**config.mk**
```make
export PLATFORM = sky130hd
export DESIGN_NAME = regfile_mp
export DESIGN_NICKNAME = d
export VERILOG_FILES = /design/src/rtl/regfile_pkg.sv /design/src/rtl/regfile_scoreboard.sv /design/src/rtl/regfile_mp.sv
export SDC_FILE = /design/constraint.sdc
export NUM_CORES = 2
export LEC_CHECK = 0
export BUFFER_PORTS_ARGS = -buffer_cell sky130_fd_sc_hd__buf_2
export CORE_UTILIZATION = 40
export CTS_CLUSTER_DIAMETER = 50
export DETAILED_ROUTE_END_ITERATION = 16
export HOLD_SLACK_MARGIN = 0.12
export PLACE_DENSITY = 0.58
export SYNTH_ARGS = -nofsm -noshare
export SYNTH_HDL_FRONTEND = slang
export SYNTH_SLANG_ARGS = --single-unit
```
**constraint.sdc**
```tcl
create_clock -name clk -period 2.55 [get_ports clk]
set_input_delay 0.3825 -clock clk [delete_from_list [all_inputs] [get_ports clk]]
set_output_delay 0.3825 -clock clk [all_outputs]
set_load 0.02 [all_outputs]
```
**src/rtl/regfile_pkg.sv**
```systemverilog
// Shared constants and typedefs for the multi-port register file.
// The typedefs describe the default 32 x 32 configuration.
package regfile_pkg;

  localparam int DEF_DATA_W = 32;
  localparam int DEF_NREGS  = 32;
  localparam int DEF_AW     = $clog2(DEF_NREGS);

  typedef logic [DEF_AW-1:0]     reg_sel_t;
  typedef logic [DEF_DATA_W-1:0] word_t;

endpackage

```
**src/rtl/regfile_scoreboard.sv**
```systemverilog
// Per-register busy scoreboard: decode reservations set bits, writeback clears them.
// Flush clears everything; register 0 is never busy.
module regfile_scoreboard
  import regfile_pkg::*;
#(
  parameter int NREGS = DEF_NREGS,
  parameter int AW    = $clog2(NREGS)
) (
  input  logic             clk,
  input  logic             n_rst,
  input  logic             rsv_en,
  input  logic [AW-1:0]    rsv_sel,
  input  logic             flush,
  input  logic [NREGS-1:0] wr_clr,
  output logic             rsv_ok,
  output logic [NREGS-1:0] busy
);

  logic [NREGS-1:0] busy_q;
  logic [NREGS-1:0] busy_d;

  // Grant uses registered busy only, so a same-cycle writeback never frees a register early.
  assign rsv_ok = rsv_en & ((rsv_sel == '0) | ~busy_q[rsv_sel]);
  assign busy   = busy_q;

  always_comb begin
    busy_d = busy_q & ~wr_clr;
    if (rsv_ok && (rsv_sel != '0)) begin
      busy_d[rsv_sel] = 1'b1;
    end
    if (flush) begin
      busy_d = '0;
    end
    busy_d[0] = 1'b0;
  end

  always_ff @(posedge clk or negedge n_rst) begin
    if (!n_rst) begin
      busy_q <= '0;
    end else begin
      busy_q <= busy_d;
    end
  end

endmodule

```
**src/rtl/regfile_mp.sv**
```systemverilog
// Parametrised multi-port register file with optional write-to-read bypass
// and a busy scoreboard for hazard detection.
module regfile_mp
  import regfile_pkg::*;
#(
  parameter int DATA_W = DEF_DATA_W,
  parameter int NREGS  = DEF_NREGS,
  parameter int NREAD  = 2,
  parameter int NWRITE = 1,
  parameter int BYPASS = 1,
  parameter int AW     = $clog2(NREGS)
) (
  input  logic                     clk,
  input  logic                     n_rst,
  input  logic [NREAD*AW-1:0]      rsel,
  output logic [NREAD*DATA_W-1:0]  rdat,
  output logic [NREAD-1:0]         rbusy,
  input  logic [NWRITE-1:0]        WEN,
  input  logic [NWRITE*AW-1:0]     wsel,
  input  logic [NWRITE*DATA_W-1:0] wdat,
  input  logic                     rsv_en,
  input  logic [AW-1:0]            rsv_sel,
  output logic                     rsv_ok,
  input  logic                     flush
);

  logic [DATA_W-1:0] regs_q [NREGS];
  logic [DATA_W-1:0] regs_d [NREGS];
  logic [NREGS-1:0]  wr_clr;
  logic [NREGS-1:0]  busy;
  logic [AW-1:0]     rd_sel [NREAD];
  logic [NREAD-1:0]  rd_hit;

  // Later ports overwrite earlier ones, so the highest-index port wins a collision.
  always_comb begin
    wr_clr = '0;
    for (int i = 0; i < NREGS; i++) begin
      regs_d[i] = regs_q[i];
    end
    for (int p = 0; p < NWRITE; p++) begin
      if (WEN[p] && (wsel[p*AW +: AW] != '0)) begin
        regs_d[wsel[p*AW +: AW]] = wdat[p*DATA_W +: DATA_W];
        wr_clr[wsel[p*AW +: AW]] = 1'b1;
      end
    end
  end

  always_ff @(posedge clk or negedge n_rst) begin
    if (!n_rst) begin
      for (int i = 0; i < NREGS; i++) begin
        regs_q[i] <= '0;
      end
    end else begin
      for (int i = 0; i < NREGS; i++) begin
        regs_q[i] <= regs_d[i];
      end
    end
  end

  always_comb begin
    rdat   = '0;
    rbusy  = '0;
    rd_hit = '0;
    for (int r = 0; r < NREAD; r++) begin
      rd_sel[r] = rsel[r*AW +: AW];
      if (rd_sel[r] != '0) begin
        rdat[r*DATA_W +: DATA_W] = regs_q[rd_sel[r]];
        if (BYPASS != 0) begin
          for (int p = 0; p < NWRITE; p++) begin
            if (WEN[p] && (wsel[p*AW +: AW] == rd_sel[r])) begin
              rdat[r*DATA_W +: DATA_W] = wdat[p*DATA_W +: DATA_W];
              rd_hit[r] = 1'b1;
            end
          end
        end
      end
      rbusy[r] = busy[rd_sel[r]] & ~rd_hit[r];
    end
  end

  regfile_scoreboard #(
    .NREGS (NREGS),
    .AW    (AW)
  ) u_scoreboard (
    .clk     (clk),
    .n_rst   (n_rst),
    .rsv_en  (rsv_en),
    .rsv_sel (rsv_sel),
    .flush   (flush),
    .wr_clr  (wr_clr),
    .rsv_ok  (rsv_ok),
    .busy    (busy)
  );

endmodule

```
==> results.md <==
* Status: finished, violations left
* Failing checks: negative setup slack
* Met1 global-route usage at 41.0%
* RSZ-0062 raised after global routing: yes
* GR Overflow Total at 0
* Final hold violation count at 0
* Power per cell area at 755 mW/mm²
* Synthesized cell area at 0.0572 mm²
* DIE WIDTH at 380 µm
* Area grow syn2layout at 24.8%
* First-pass GRT wire length at 304000 µm
* DRT iter0 DRCs at 3968
* Drt pass-1 iters at 5
* Crit path buffers/inverters at 2
* Design area at 0.0714 mm²
* Post-synth ARST share at 100%
* Worst path arrival time at 2.82 ns
* Reg2Reg Depth at 7
* Die height at 380 µm
* Register Area at 0.0264 mm²
* Max stage delay on crit path at 0.46 ns
* Post-synth cell types at 50
* PortBufs at 123
* Fillers at 11975
* Vias in the first global route at 42133
* Gp weighted congestion at 0.883
* CP max-delay cell: mux4_2
* Setup crit start kind: flop
* Fin Hold WS at 0.206 ns
* Clock sinks at 1055
* Tcrit/Tclk final at 126%
* Slew of the pin with the lowest slew margin at 0.960 ns
* Mean post-synth cell area at 14.0 µm²
* Largest delay contributor family on the critical path: multiplexers
* Syn Nets at 4143
* Area contributors post-synth: dfrtp_1, mux2_2, mux4_2
* Busiest layer in global routing: met2
* Die ar. at 0.145 mm²
* Share of cells above drive strength 1 at 56.3%
* HP Class: input pin to flop
* Area after DPL at 0.0646 mm²
* CP Data Required Time at 2.17 ns
* Post-Synthesis Cells at 4086
* Slew Limit Fails at 0
* Met2 usage at 42.4%
* Worst skew pair latency at 0.77 ns
* Rel. slew slack at 35.8%
* Maxcap violations at 0
* Minimum clock period at 3.20 ns
* Top_reg_cell synth: dfrtp_1
* Critical path startpoint: regs_q[19]$_DFFE_PN0P_
* CTS Buffer Depth at 3
* Detail Route Antenna Nets at 0
* Core area at 0.142 mm²
* Area of the multi-input gates at 0.0301 mm²
* Min-delay src: rsv_sel[2]
* Commonest cells in the netlist: dfrtp_1, mux2_2, mux4_2
* Worst-path clk slew at 0.06 ns
* Setup Slack @ Placement at -0.579 ns
* Multiplexer share of the synthesized area at 40.4%
* Leakage power at 0.0315 µW
* Post-synthesis adder-cell area fraction at 0%
* Vias/cell at 6.35
* Post-synthesis register bit count at 1055
* FMAX at 0.312 GHz
* Sequential area share after synthesis at 46.1%
* Worst setup EP type: primary output
* CTS Buf Count at 133
* Num rows at 138
* Largest net degree at the start of global routing at 90
* CP Capture Point: rdat[19]
* Synthesis Warnings at 0
* HPWL Detailed at 138000 µm
* Root buffer cell: clkbuf_16
* WL final at 208000 µm
* TritonCTS clock tree: yes
* Reg2reg setup slack at 0.12 ns
* I/O pin count at 124
* Most common cell in the netlist: dfrtp_1
* Crit path cell chain: mux4_2 > mux2_4 > a22oi_2 > nand3_1 > buf_6 > a32o_2 > buf_6
* Initial core utilization at 40.4%
* Crit path max fanout at 2
* Most used cell, CP: buf_6
* Largest area contributor in the netlist: dfrtp_1
* Final WS setup at -0.653 ns
* Post-route DRC at 0
* WP depth at 7
* Crit Path Class: flop to primary output
* Peak supply drop at 593 µV
* Post-synth EDFFs at 0
* Total vias in the final route at 41313
* GR Util met3 at 6.20%
* Initial antenna violation count at 10
* Post-route setup TNS at -25.51 ns
* Top-area cell type share of the netlist area at 46.1%
* Synth Area in XOR/XNOR at 0.138%
* Reg2reg start: u_scoreboard.busy[27]$_DFF_PN0_
* Synth Area in Compound Gates at 6.69%
* Gr usage total at 28.7%
* Largest family of logic cells by synthesized area: multiplexers
* Final clock skew at 0.00978 ns
* Htree depth at 4
* Area share of and/or/nand/nor cells after synthesis at 2.85%
* R2r endpoint: u_scoreboard.busy[27]$_DFF_PN0_
* Nets at 4572
* Final setup viols at 67
* WL/cell at 31.9 µm
[flip-flops by register name, indices dropped and copies added (netlist names)]
| signal | count |
|---|---|
| regs_q | 1024 |
| u_scoreboard.busy | 31 |
[kinds of logic after synthesis]
group	count (synthesis)
AND/OR/NAND/NOR	336
flip-flops	1055
buffers and inverters	474
XOR/XNOR	9
AO/OA/AOI/OAI	494
multiplexers	1718
[per-layer routing]
layer	vias to the layer above	wire, µm
li1	16745	-
met1	22074	89500
met5	-	52
met4	10	8400
met2	1997	91800
met3	487	17900
[cells in the final DEF, fill, tap and decap left out, types with 26 or more instances in the layout]
master	instances
a32o_2	29
a211oi_1	29
nor3_1	28
nand2_1	99
a221oi_1	85
buf_12	162
mux4_2	375
mux2i_1	341
a221o_1	26
a211oi_2	28
nand2_2	43
buf_4	437
mux2_2	993
buf_6	77
dfrtp_1	1055
o22ai_1	45
clkbuf_16	139
o21ai_0	31
buf_2	50
[tightest hold or removal path: stages]
cell     delay (ns)
buf_2          0.20
nand2_1        0.07
nand2_1        0.16
o32ai_1        0.11
[per-stage QoR]
| stage | util (%) | instances | power (µW) |
|---|---|---|---|
| floorplan | - | 4086 | 29100 |
| global placement | 45.6 | 6188 | 33000 |
| detailed placement | 45.6 | 6188 | 33300 |
| CTS | 50.0 | 6483 | 53900 |
| global route | 50.4 | 6507 | 56000 |
| finish | 50.4 | 6509 | 53900 |
[report_power, final]
group	internal (µW)	switching, µW
Clock	12000	7710
Sequential	19900	2330
Combinational	6970	5110
[layout make-up]
cell class | instances | area share, %
Clock buffer | 180 | 5.36
Tap cell | 1890 | 3.31
Timing Repair Buffer | 759 | 11.2
Multi-Input combinational cell | 2557 | 42.1
Inverter | 9 | 0.0473
Antenna cell | 4 | 0.0140
Sequential cell | 1055 | 37.0
Clock inverter | 55 | 0.986
[how the worst min path moves through the flow]
stage                                      endpoint  slack [ns]  depth (start not counted)
floorplan                     regs_q[0]$_DFFE_PN0P_        0.09                          0
global placement     u_scoreboard.busy[8]$_DFF_PN0_        0.34                          1
detailed placement  u_scoreboard.busy[10]$_DFF_PN0_        0.35                          1
CTS                 u_scoreboard.busy[15]$_DFF_PN0_        0.13                          3
global route        u_scoreboard.busy[15]$_DFF_PN0_        0.19                          3
finish              u_scoreboard.busy[15]$_DFF_PN0_        0.21                          4
[timing repair]
item | 4_1_cts | 5_1_grt
pin swaps | 154 | 77
setup endpoints to repair | 67 | 68
setup buffers | 63 | 28
hold endpoints to repair | 726 | 0
resized for setup | 317 | 86
hold buffers | 25 | 0
Note: power is estimated with default switching activity, not from simulation.
